[src/rtl/instr_register_pkg.sv]
// rtl/instr_register_pkg.sv - shared types for the instruction register and its write arbiter
package instr_register_pkg;

    typedef enum logic [2:0] {
        ZERO, PASSA, PASSB, ADD, SUB, MULT, DIV, MOD
    } opcode_t;

    typedef logic signed [31:0] operand_t;
    typedef logic [4:0]         address_t;

    typedef enum logic [1:0] {
        IDLE, LOAD, FULL
    } arb_state_t;

    typedef logic req_id_t;

    localparam int INSTR_DEPTH = 32;

endpackage

[src/rtl/rr_arb2.sv]
// rtl/rr_arb2.sv - two-way round-robin arbiter; last_grant moves only when advance is high
module rr_arb2
    import instr_register_pkg::*;
(
    input  logic       clk,
    input  logic       reset_n,
    input  logic       valid0,
    input  logic       valid1,
    input  logic       advance,
    output logic [1:0] grant,
    output req_id_t    grant_id
);

    req_id_t last_grant_q;

    // On contention the requester that did not win last time gets the slot
    always_comb begin
        grant[0] = valid0 && (!valid1 || (last_grant_q == 1'b1));
        grant[1] = valid1 && (!valid0 || (last_grant_q == 1'b0));
        grant_id = grant[1];
    end

    always_ff @(posedge clk or negedge reset_n) begin
        if (!reset_n) begin
            last_grant_q <= 1'b1;
        end else if (advance) begin
            last_grant_q <= grant_id;
        end
    end

endmodule

[src/rtl/instr_reg_write_arbiter.sv]
// rtl/instr_reg_write_arbiter.sv - shares the instr_register write port between two producers
module instr_reg_write_arbiter
    import instr_register_pkg::*;
#(
    parameter int DEPTH   = INSTR_DEPTH,
    parameter bit WRAP_EN = 1'b0
) (
    input  logic                       clk,
    input  logic                       reset_n,
    input  logic                       flush,
    input  logic                       req0_valid,
    input  opcode_t                    req0_opcode,
    input  operand_t                   req0_operand_a,
    input  operand_t                   req0_operand_b,
    output logic                       req0_ready,
    input  logic                       req1_valid,
    input  opcode_t                    req1_opcode,
    input  operand_t                   req1_operand_a,
    input  operand_t                   req1_operand_b,
    output logic                       req1_ready,
    output logic                       load_en,
    output address_t                   write_pointer,
    output opcode_t                    opcode,
    output operand_t                   operand_a,
    output operand_t                   operand_b,
    output req_id_t                    grant_id,
    output logic [$clog2(DEPTH+1)-1:0] count,
    output logic                       full
);

    localparam int CW = $clog2(DEPTH + 1);

    arb_state_t    state_q, state_d;
    address_t      wr_ptr_q, wr_ptr_d;
    logic [CW-1:0] count_q, count_d;
    logic          load_en_q;
    address_t      write_pointer_q;
    opcode_t       opcode_q;
    operand_t      operand_a_q, operand_b_q;
    req_id_t       grant_id_q;

    logic [1:0]    grant;
    req_id_t       arb_id;
    logic          accept_ok;
    logic          handshake;

    assign accept_ok = !flush && (state_q != FULL);
    assign handshake = accept_ok && (req0_valid || req1_valid);

    rr_arb2 u_rr_arb2 (
        .clk      (clk),
        .reset_n  (reset_n),
        .valid0   (req0_valid),
        .valid1   (req1_valid),
        .advance  (handshake),
        .grant    (grant),
        .grant_id (arb_id)
    );

    assign req0_ready = accept_ok && grant[0];
    assign req1_ready = accept_ok && grant[1];

    // Pointer wraps naturally because DEPTH equals 2**$bits(address_t)
    always_comb begin
        wr_ptr_d = wr_ptr_q;
        count_d  = count_q;
        if (flush) begin
            wr_ptr_d = '0;
            count_d  = '0;
        end else if (handshake) begin
            wr_ptr_d = wr_ptr_q + 1'b1;
            if (count_q != CW'(DEPTH)) begin
                count_d = count_q + 1'b1;
            end
        end
    end

    always_comb begin
        state_d = state_q;
        unique case (state_q)
            IDLE, LOAD: begin
                if (handshake) begin
                    state_d = (!WRAP_EN && (count_d == CW'(DEPTH))) ? FULL : LOAD;
                end else begin
                    state_d = IDLE;
                end
            end
            FULL:    state_d = FULL;
            default: state_d = IDLE;
        endcase
        if (flush) begin
            state_d = IDLE;
        end
    end

    always_ff @(posedge clk or negedge reset_n) begin
        if (!reset_n) begin
            state_q         <= IDLE;
            wr_ptr_q        <= '0;
            count_q         <= '0;
            load_en_q       <= 1'b0;
            write_pointer_q <= '0;
            opcode_q        <= ZERO;
            operand_a_q     <= '0;
            operand_b_q     <= '0;
            grant_id_q      <= 1'b0;
        end else begin
            state_q   <= state_d;
            wr_ptr_q  <= wr_ptr_d;
            count_q   <= count_d;
            load_en_q <= handshake;
            // Write-port fields hold their last value between strobes
            if (handshake) begin
                write_pointer_q <= wr_ptr_q;
                grant_id_q      <= arb_id;
                opcode_q        <= arb_id ? req1_opcode    : req0_opcode;
                operand_a_q     <= arb_id ? req1_operand_a : req0_operand_a;
                operand_b_q     <= arb_id ? req1_operand_b : req0_operand_b;
            end
        end
    end

    assign load_en       = load_en_q;
    assign write_pointer = write_pointer_q;
    assign opcode        = opcode_q;
    assign operand_a     = operand_a_q;
    assign operand_b     = operand_b_q;
    assign grant_id      = grant_id_q;
    assign count         = count_q;
    assign full          = (state_q == FULL);

endmodule
[config.mk]
export PLATFORM = sky130hd
export DESIGN_NAME = instr_reg_write_arbiter
export DESIGN_NICKNAME = d
export VERILOG_FILES = /design/src/rtl/instr_register_pkg.sv /design/src/rtl/rr_arb2.sv /design/src/rtl/instr_reg_write_arbiter.sv
export SDC_FILE = /design/constraint.sdc
export NUM_CORES = 1
export LEC_CHECK = 0
export BUFFER_PORTS_ARGS = -buffer_cell sky130_fd_sc_hd__buf_2
export CAP_MARGIN = 0
export CORE_MARGIN = 2
export CORE_UTILIZATION = 35
export DETAILED_ROUTE_END_ITERATION = 6
export PLACE_DENSITY = 0.65
export SLEW_MARGIN = 20
export SYNTH_ARGS = -nofsm -noshare
export SYNTH_HDL_FRONTEND = slang
export SYNTH_SLANG_ARGS = --single-unit
[constraint.sdc]
create_clock -name clk -period 2.3 [get_ports clk]
set_input_delay 0.46 -clock clk [delete_from_list [all_inputs] [get_ports clk]]
set_output_delay 0.46 -clock clk [all_outputs]
set_load 0.01 [all_outputs]
==> results of run 1 <==
-- metrics by stage --
stage	setup WS [ns]	utilization (%)	hold slack (ns)	instance area, sq um	instances
after floorplan	0.357	-	0.164	4120	410
after global placement	0.328	47.3	0.457	5430	757
after detailed placement	0.237	47.3	0.457	5430	757
after CTS	0.218	50.0	0.107	5740	773
after global routing	0.0854	50.0	0.129	5740	773
final	0.174	50.0	0.0934	5740	773
-- layer usage --
metal,share of wire (%),vias up
met3,6.3,23
met4,2.8,0
met1,42,1641
met5,0,-
li1,-,1841
met2,49,159
-- worst max-delay path by stage --
| stage | slack (ns) | end | start | depth (start not counted) |
|---|---|---|---|---|
| detailed placement | 0.24 | state_q[1] | count[0] | 7 |
| CTS | 0.22 | state_q[1] | count[0] | 7 |
| global route | 0.09 | state_q[1] | count[0] | 7 |
| floorplan | 0.36 | state_q[1] | count[0] | 7 |
| finish | 0.17 | state_q[1] | count[0] | 7 |
| global placement | 0.33 | state_q[1] | count[0] | 7 |
-- cells by family after synthesis --
kind of cell / synth area share, %
DFF: 53.5
adders and majority gates: 0.912
muxes: 16.3
AOI/OAI and AO/OA: 12.3
and+or+nand+nor: 12.5
xor gates and xnor gates: 1.28
buffers and inverters: 3.25
-- registers in the layout (all words and copies together) (netlist names) --
name and cells:
load_en 1, operand_b 32, u_rr_arb2.last_grant_q 1, count 6, wr_ptr_q 5, operand_a 32, write_pointer 5, state_q 2
grant_id 1, opcode 3
-- worst max-delay path: cells and delay by family (launching register included) --
kind / cells / cell delay (ns)
buf+inv: 1 / 0.17
compound gates: 3 / 0.69
fa+ha+maj: 1 / 0.17
simple gates: 2 / 0.60
flops: 1 / 0.44
-- layout make-up --
class / count / area (sq um) / share of cell area (%)
Timing Repair Buffer: 228 / 1210 / 21.1
Tap cell: 143 / 179 / 3.12
Clock inverter: 4 / 51.3 / 0.894
Clock buffer: 12 / 256 / 4.47
Sequential cell: 88 / 2200 / 38.4
Multi-Input combinational cell: 290 / 1800 / 31.5
Inverter: 8 / 30.0 / 0.524
-- power groups by stage --
stage | combinational, mW | clock (mW) | sequential [mW]
floorplan | 0.381 | 0 | 1.97
global placement | 0.900 | 0 | 1.87
detailed placement | 0.925 | 0 | 1.88
CTS | 0.923 | 1.53 | 1.85
global route | 1.01 | 1.61 | 1.88
finish | 0.903 | 1.48 | 1.85
-- layout by cell type, fill, tap and decap left out, types with 2 or more instances in the layout --
cell,n
buf_2,220
nand2_1,94
dfrtp_1,87
o21ai_1,74
mux2i_1,67
nor2_1,10
clkbuf_16,9
inv_1,5
nand3_1,5
nor3_1,5
buf_4,4
buf_12,4
inv_2,3
xnor2_1,3
a21oi_1,3
xor2_1,3
ha_1,3
and2_1,2
o21ai_0,2
a21o_1,2
clkbuf_8,2
==> summary.md, run 1 <==
| Metric | Value |
|---|---|
| EDFF count, synth | `0` |
| H-tree levels | `3` |
| Most used DFF post-synth | `dfrtp_1` |
| Row cnt | `39` |
| Number of fill cells | `between 1000 and 1500` |
| Final setup fails | `0` |
| CP peak stage delay | `0.49 ns` |
| Setup crit start kind | `register` |
| PnR Total Power | `4.24 mW` |
| CTS Buf Count | `9` |
| Largest cells by area after synthesis | `dfrtp_1 (53%), mux2i_1 (16%), o21ai_1 (9.0%)` |
| Net Count, Synth | `approximately 550` |
| Post-DR wirelength/cell | `13.1 um` |
| IO Pins | `about 220` |
| Clk slew on worst S/H paths | `around 0.060 ns` |
| Post-synthesis sequential area ratio | `a little over half` |
| DP HPWL | `between 7 and 8 mm` |
| GR peak layer | `met2` |
| Post-synth ARST share | `100%` |
| Flop-to-flop setup slack | `0.17 ns` |
| Die Y | `112 um` |
| Clk buf depth | `2` |
| Clock root cell | `clkbuf_16` |
| Status | `completed` |
| Slowest CP cell | `or4b_4` |
| Crit path DAT | `between 2 and 2.5 ns` |
| Max Cap Viol | `0` |
| Skew-Pair Late Insertion Delay | `approximately 0.33 ns` |
| HP Class | `in2async` |
| CP Class | `reg2reg` |
| Final WL | `approximately 10 mm` |
| # resized after CTS | `0` |
| Worst vdd rail ir drop | `between 0.3 and 0.4 mV` |
| Reg power frac | `43.7%` |
| Worst-path cell chain | `inv_1 > ha_1 > or4b_4 > nor2_1 > o21ba_2 > o31ai_1 > a32o_2` |
| DR vias/cell | `4.74` |
| Die W | `112 um` |
| Worst EP required | `2.57 ns` |
| Initial antenna violation count | `0` |
| Hold_buf cts | `0` |
| Final TNS setup | `0 ns` |
| RSZ-0062 raised after global routing | `no` |
| Total global routing overflow | `0` |
| Number of cells on the worst reg-to-reg path | `7` |
| Top cells by count, synth | `nand2_1 (94), dfrtp_1 (87), o21ai_1 (74)` |
| Comb pwr share | `21.3%` |
| Min Clock Period, post-route | `roughly 2.1 ns` |
| First-pass GRT wire length | `around 17 mm` |
| GR Layer Usage met1 | `20.2%` |
| Fmax | `between 0.4 and 0.5 GHz` |
| Max Clock Skew | `0.00708 ns` |
| Pins Over Slew Limit | `0` |
| CTS tree | `done` |
| Ant diodes | `0` |
| I/O Buffers | `221` |
| CTS Sinks | `88` |
| Fraction of layout instances using a drive strength above 1 | `40.5%` |
| TritonRoute pass-1 iters | `5` |
| Total GRT Usage | `between 15 and 20%` |
| Reg2reg end | `state_q[1]` |
| Area Growth Syn to Fin | `39.3%` |
| Critical Path Fanout Max | `7` |
| NetSw | `1.17 mW` |
| Period utilization | `92.4%` |
| Synth area leader | `dfrtp_1` |
| Slew margin rel. | `approximately two thirds` |
| Crit end category | `register` |
| DRC | `0` |
| Post-Syn Instances | `410` |
| Switching Fraction | `between 20 and 30%` |
| PwrDens | `739 mW/mm^2` |
| Worst R2R Start | `count[0]` |
| Largest net degree at the start of global routing | `60` |
| Mapped cell area | `0.00412 sq mm` |
| Core ar. | `0.0115 sq mm` |
| Via count | `3664` |
| Clock power frac | `35.0%` |
| Hold Violations, Final | `0` |
| ANT nets after route | `0` |
| Grt met2 use | `27.1%` |
| Yosys top cell area share | `52.9%` |
| Register bit total from synthesis | `slightly below 90` |
| Vias in the first global route | `3604` |
| Fin nets | `767` |
| Post-CTS Setup Bufs | `0` |
| GPL Wtd Cong | `a little under 0.9` |
| Internal Power | `3.06 mW` |
| Top-count cell post-synth | `nand2_1` |
| Initial DRC count | `128` |
| Leak Pwr | `3.06 nW` |
| Initial core utilization | `35.9%` |
| Distinct cells, synth | `35` |
| Yosys warns | `0` |
| Met3 Resource Use GR | `2.86%` |
| Worst slew pin tran | `around 0.5 ns` |
| Die area | `roughly 0.013 sq mm` |
| Syn avg cell area | `roughly 10 sq um` |
No activity file was read; power rests on OpenSTA's default activity.
==> run 2: changes to the inputs <==
--- a/config.mk
+++ b/config.mk
@@ -5,12 +5,15 @@
 export SDC_FILE = /design/constraint.sdc
 export NUM_CORES = 1
 export LEC_CHECK = 0
+export ABC_AREA = 0
 export BUFFER_PORTS_ARGS = -buffer_cell sky130_fd_sc_hd__buf_2
 export CAP_MARGIN = 0
 export CORE_MARGIN = 2
 export CORE_UTILIZATION = 35
 export DETAILED_ROUTE_END_ITERATION = 6
+export MAX_ROUTING_LAYER = met4
 export PLACE_DENSITY = 0.65
+export SETUP_SLACK_MARGIN = 0.1
 export SLEW_MARGIN = 20
 export SYNTH_ARGS = -nofsm -noshare
 export SYNTH_HDL_FRONTEND = slang
==> summary.md, run 2 (synthesized netlist as in run 1, its figures left out) <==
| Metric | Value |
|---|---|
| DP HPWL | `7.76 mm` |
| Final WL | `between 10 and 15 mm` |
| ANT nets after route | `0` |
| # resized after CTS | `0` |
| CP Class | `reg2reg` |
| GPL Wtd Cong | `between 0.9 and 1` |
| Ant diodes | `0` |
| CTS Buf Count | `9` |
| Total global routing overflow | `0` |
| First-pass GRT wire length | `16.6 mm` |
| Die area | `between 0.01 and 0.015 sq mm` |
| Post-DR wirelength/cell | `13.2 um` |
| Commonest non-fill, non-tap cells in the layout | `buf_2 (220), nand2_1 (94), dfrtp_1 (87), o21ai_1 (74), mux2i_1 (67)` |
| HP Class | `in2async` |
| DR vias/cell | `4.72` |
| Commonest non-fill, non-tap cell in the layout | `buf_2` |
| H-tree levels | `3` |
| Final setup margin | `0.228 ns` |
| Worst vdd rail ir drop | `between 0.3 and 0.4 mV` |
| Internal Power | `3.06 mW` |
| Grt met2 use | `27.1%` |
| Post-route cell area | `0.00574 sq mm` |
| Reg power frac | `43.7%` |
| Leak Pwr | `3.06 nW` |
| I/O Buffers | `221` |
| Max Clock Skew | `about 0.0065 ns` |
| DP Worst Slack | `~0.24 ns` |
| Via count | `3648` |
| Fraction of layout instances using a drive strength above 1 | `40.6%` |
| Die W | `~110 um` |
| Dpl cell area | `0.00543 sq mm` |
| Fmax | `0.483 GHz` |
| Critical Path Fanout Max | `7` |
| Initial core utilization | `35.9%` |
| Clock root cell | `clkbuf_16` |
| PwrDens | `738 mW/mm^2` |
| Max Cap Viol | `0` |
| Period utilization | `around 90%` |
| Clk buf depth | `2` |
| Vias in the first global route | `3614` |
| Clock power frac | `35.0%` |
| RSZ-0062 raised after global routing | `no` |
| CTS tree | `done` |
| Clk slew on worst S/H paths | `0.06 ns` |
| Hold Violations, Final | `0` |
| Crit path DAT | `between 2 and 2.5 ns` |
| Final TNS setup | `0 ns` |
| Reg area | `between 0.002 and 0.0025 sq mm` |
| Worst EP required | `between 2 and 3 ns` |
| Pins Over Slew Limit | `0` |
| Layout Utilization | `50.1%` |
| Largest net degree at the start of global routing | `60` |
| Skew-Pair Late Insertion Delay | `0.33 ns` |
| Initial antenna violation count | `0` |
| Switching Fraction | `between 20% and 30%` |
| DRC | `0` |
| Slew margin rel. | `about two thirds` |
| Die Y | `112 um` |
| Multi-input logic area | `0.00181 sq mm` |
| Area Growth Syn to Fin | `39.4%` |
| Min Clock Period, post-route | `2.07 ns` |
| GR Layer Usage met1 | `20.4%` |
| Met3 Resource Use GR | `2.48%` |
| Final setup fails | `0` |
| Status | `completed` |
| CTS Sinks | `88` |
| IO Pins | `about 220` |
| Post-CTS Setup Bufs | `0` |
| Worst slew pin tran | `0.501 ns` |
| Crit end category | `register` |
| Initial DRC count | `142` |
| Core ar. | `0.0115 sq mm` |
| GR peak layer | `met2` |
| Number of fill cells | `1067` |
| Hold_buf cts | `0` |
| Setup crit start kind | `register` |
| Total GRT Usage | `16.8%` |
| TritonRoute pass-1 iters | `4` |
| NetSw | `1.17 mW` |
| Row cnt | `39` |
| Fin nets | `between 700 and 800` |
| Comb pwr share | `21.4%` |
| PnR Total Power | `4.24 mW` |
-- run 2: cell count changes in the layout (fill, tap and decap cells not counted) --
cell     change
o31ai_1      -1
o31ai_2      +1
-- run 2: path summary, 6_finish.rpt --
check | start | endpoint | slack [ns] | cells after the start
min in group clk | req0_opcode[1] | opcode[1] | 0.40 | 3
max reg2reg | count[0] | state_q[1] | 0.23 | 7
min | reset_n | operand_a[9] | 0.1 | 1
max | count[0] | state_q[1] | 0.23 | 7
max in group asynchronous | reset_n | u_rr_arb2.last_grant_q | 1.49 | 2
min reg2reg | write_pointer[4] | write_pointer[4] | 0.47 | 2
-- run 2: layout make-up --
type / instances / share of cell area (%)
inverter: 8 / 0.523
clock inverter: 4 / 0.894
multi-input combinational: 290 / 31.5
clock buffer: 12 / 4.47
tap: 143 / 3.12
timing repair buffer: 228 / 21.1
sequential: 88 / 38.4
-- run 2: critical path, cell delays in order, from the launching register on --
cell and delay [ns]:
dfrtp_1 0.45, inv_1 0.17, ha_1 0.17, or4b_4 0.49, o2111ai_4 0.27, a211o_1 0.14, o311a_1 0.17, a32o_2 0.17
-- run 2: stage by stage --
step	hold WS (ns)	instances
3_5_place_dp	0.457	757
6_report	0.0976	773
4_1_cts	0.107	773
3_3_place_gp	0.457	757
5_1_grt	0.129	773
2_1_floorplan	0.164	410
-- run 2: power groups by stage --
stage,Combinational [mW],Clock [mW],Sequential (mW)
final,0.905,1.48,1.85
after global routing,1.01,1.61,1.88
after CTS,0.923,1.53,1.85
after detailed placement,0.925,0,1.88
after global placement,0.900,0,1.87
after floorplan,0.381,0,1.97
-- run 2: metal layers --
layer / part of all wire (%) / routed length [um]
met3: 5.7 / 584
met4: 2.3 / 238
met1: 42 / 4290
met5: 0 / 0
met2: 50 / 5060
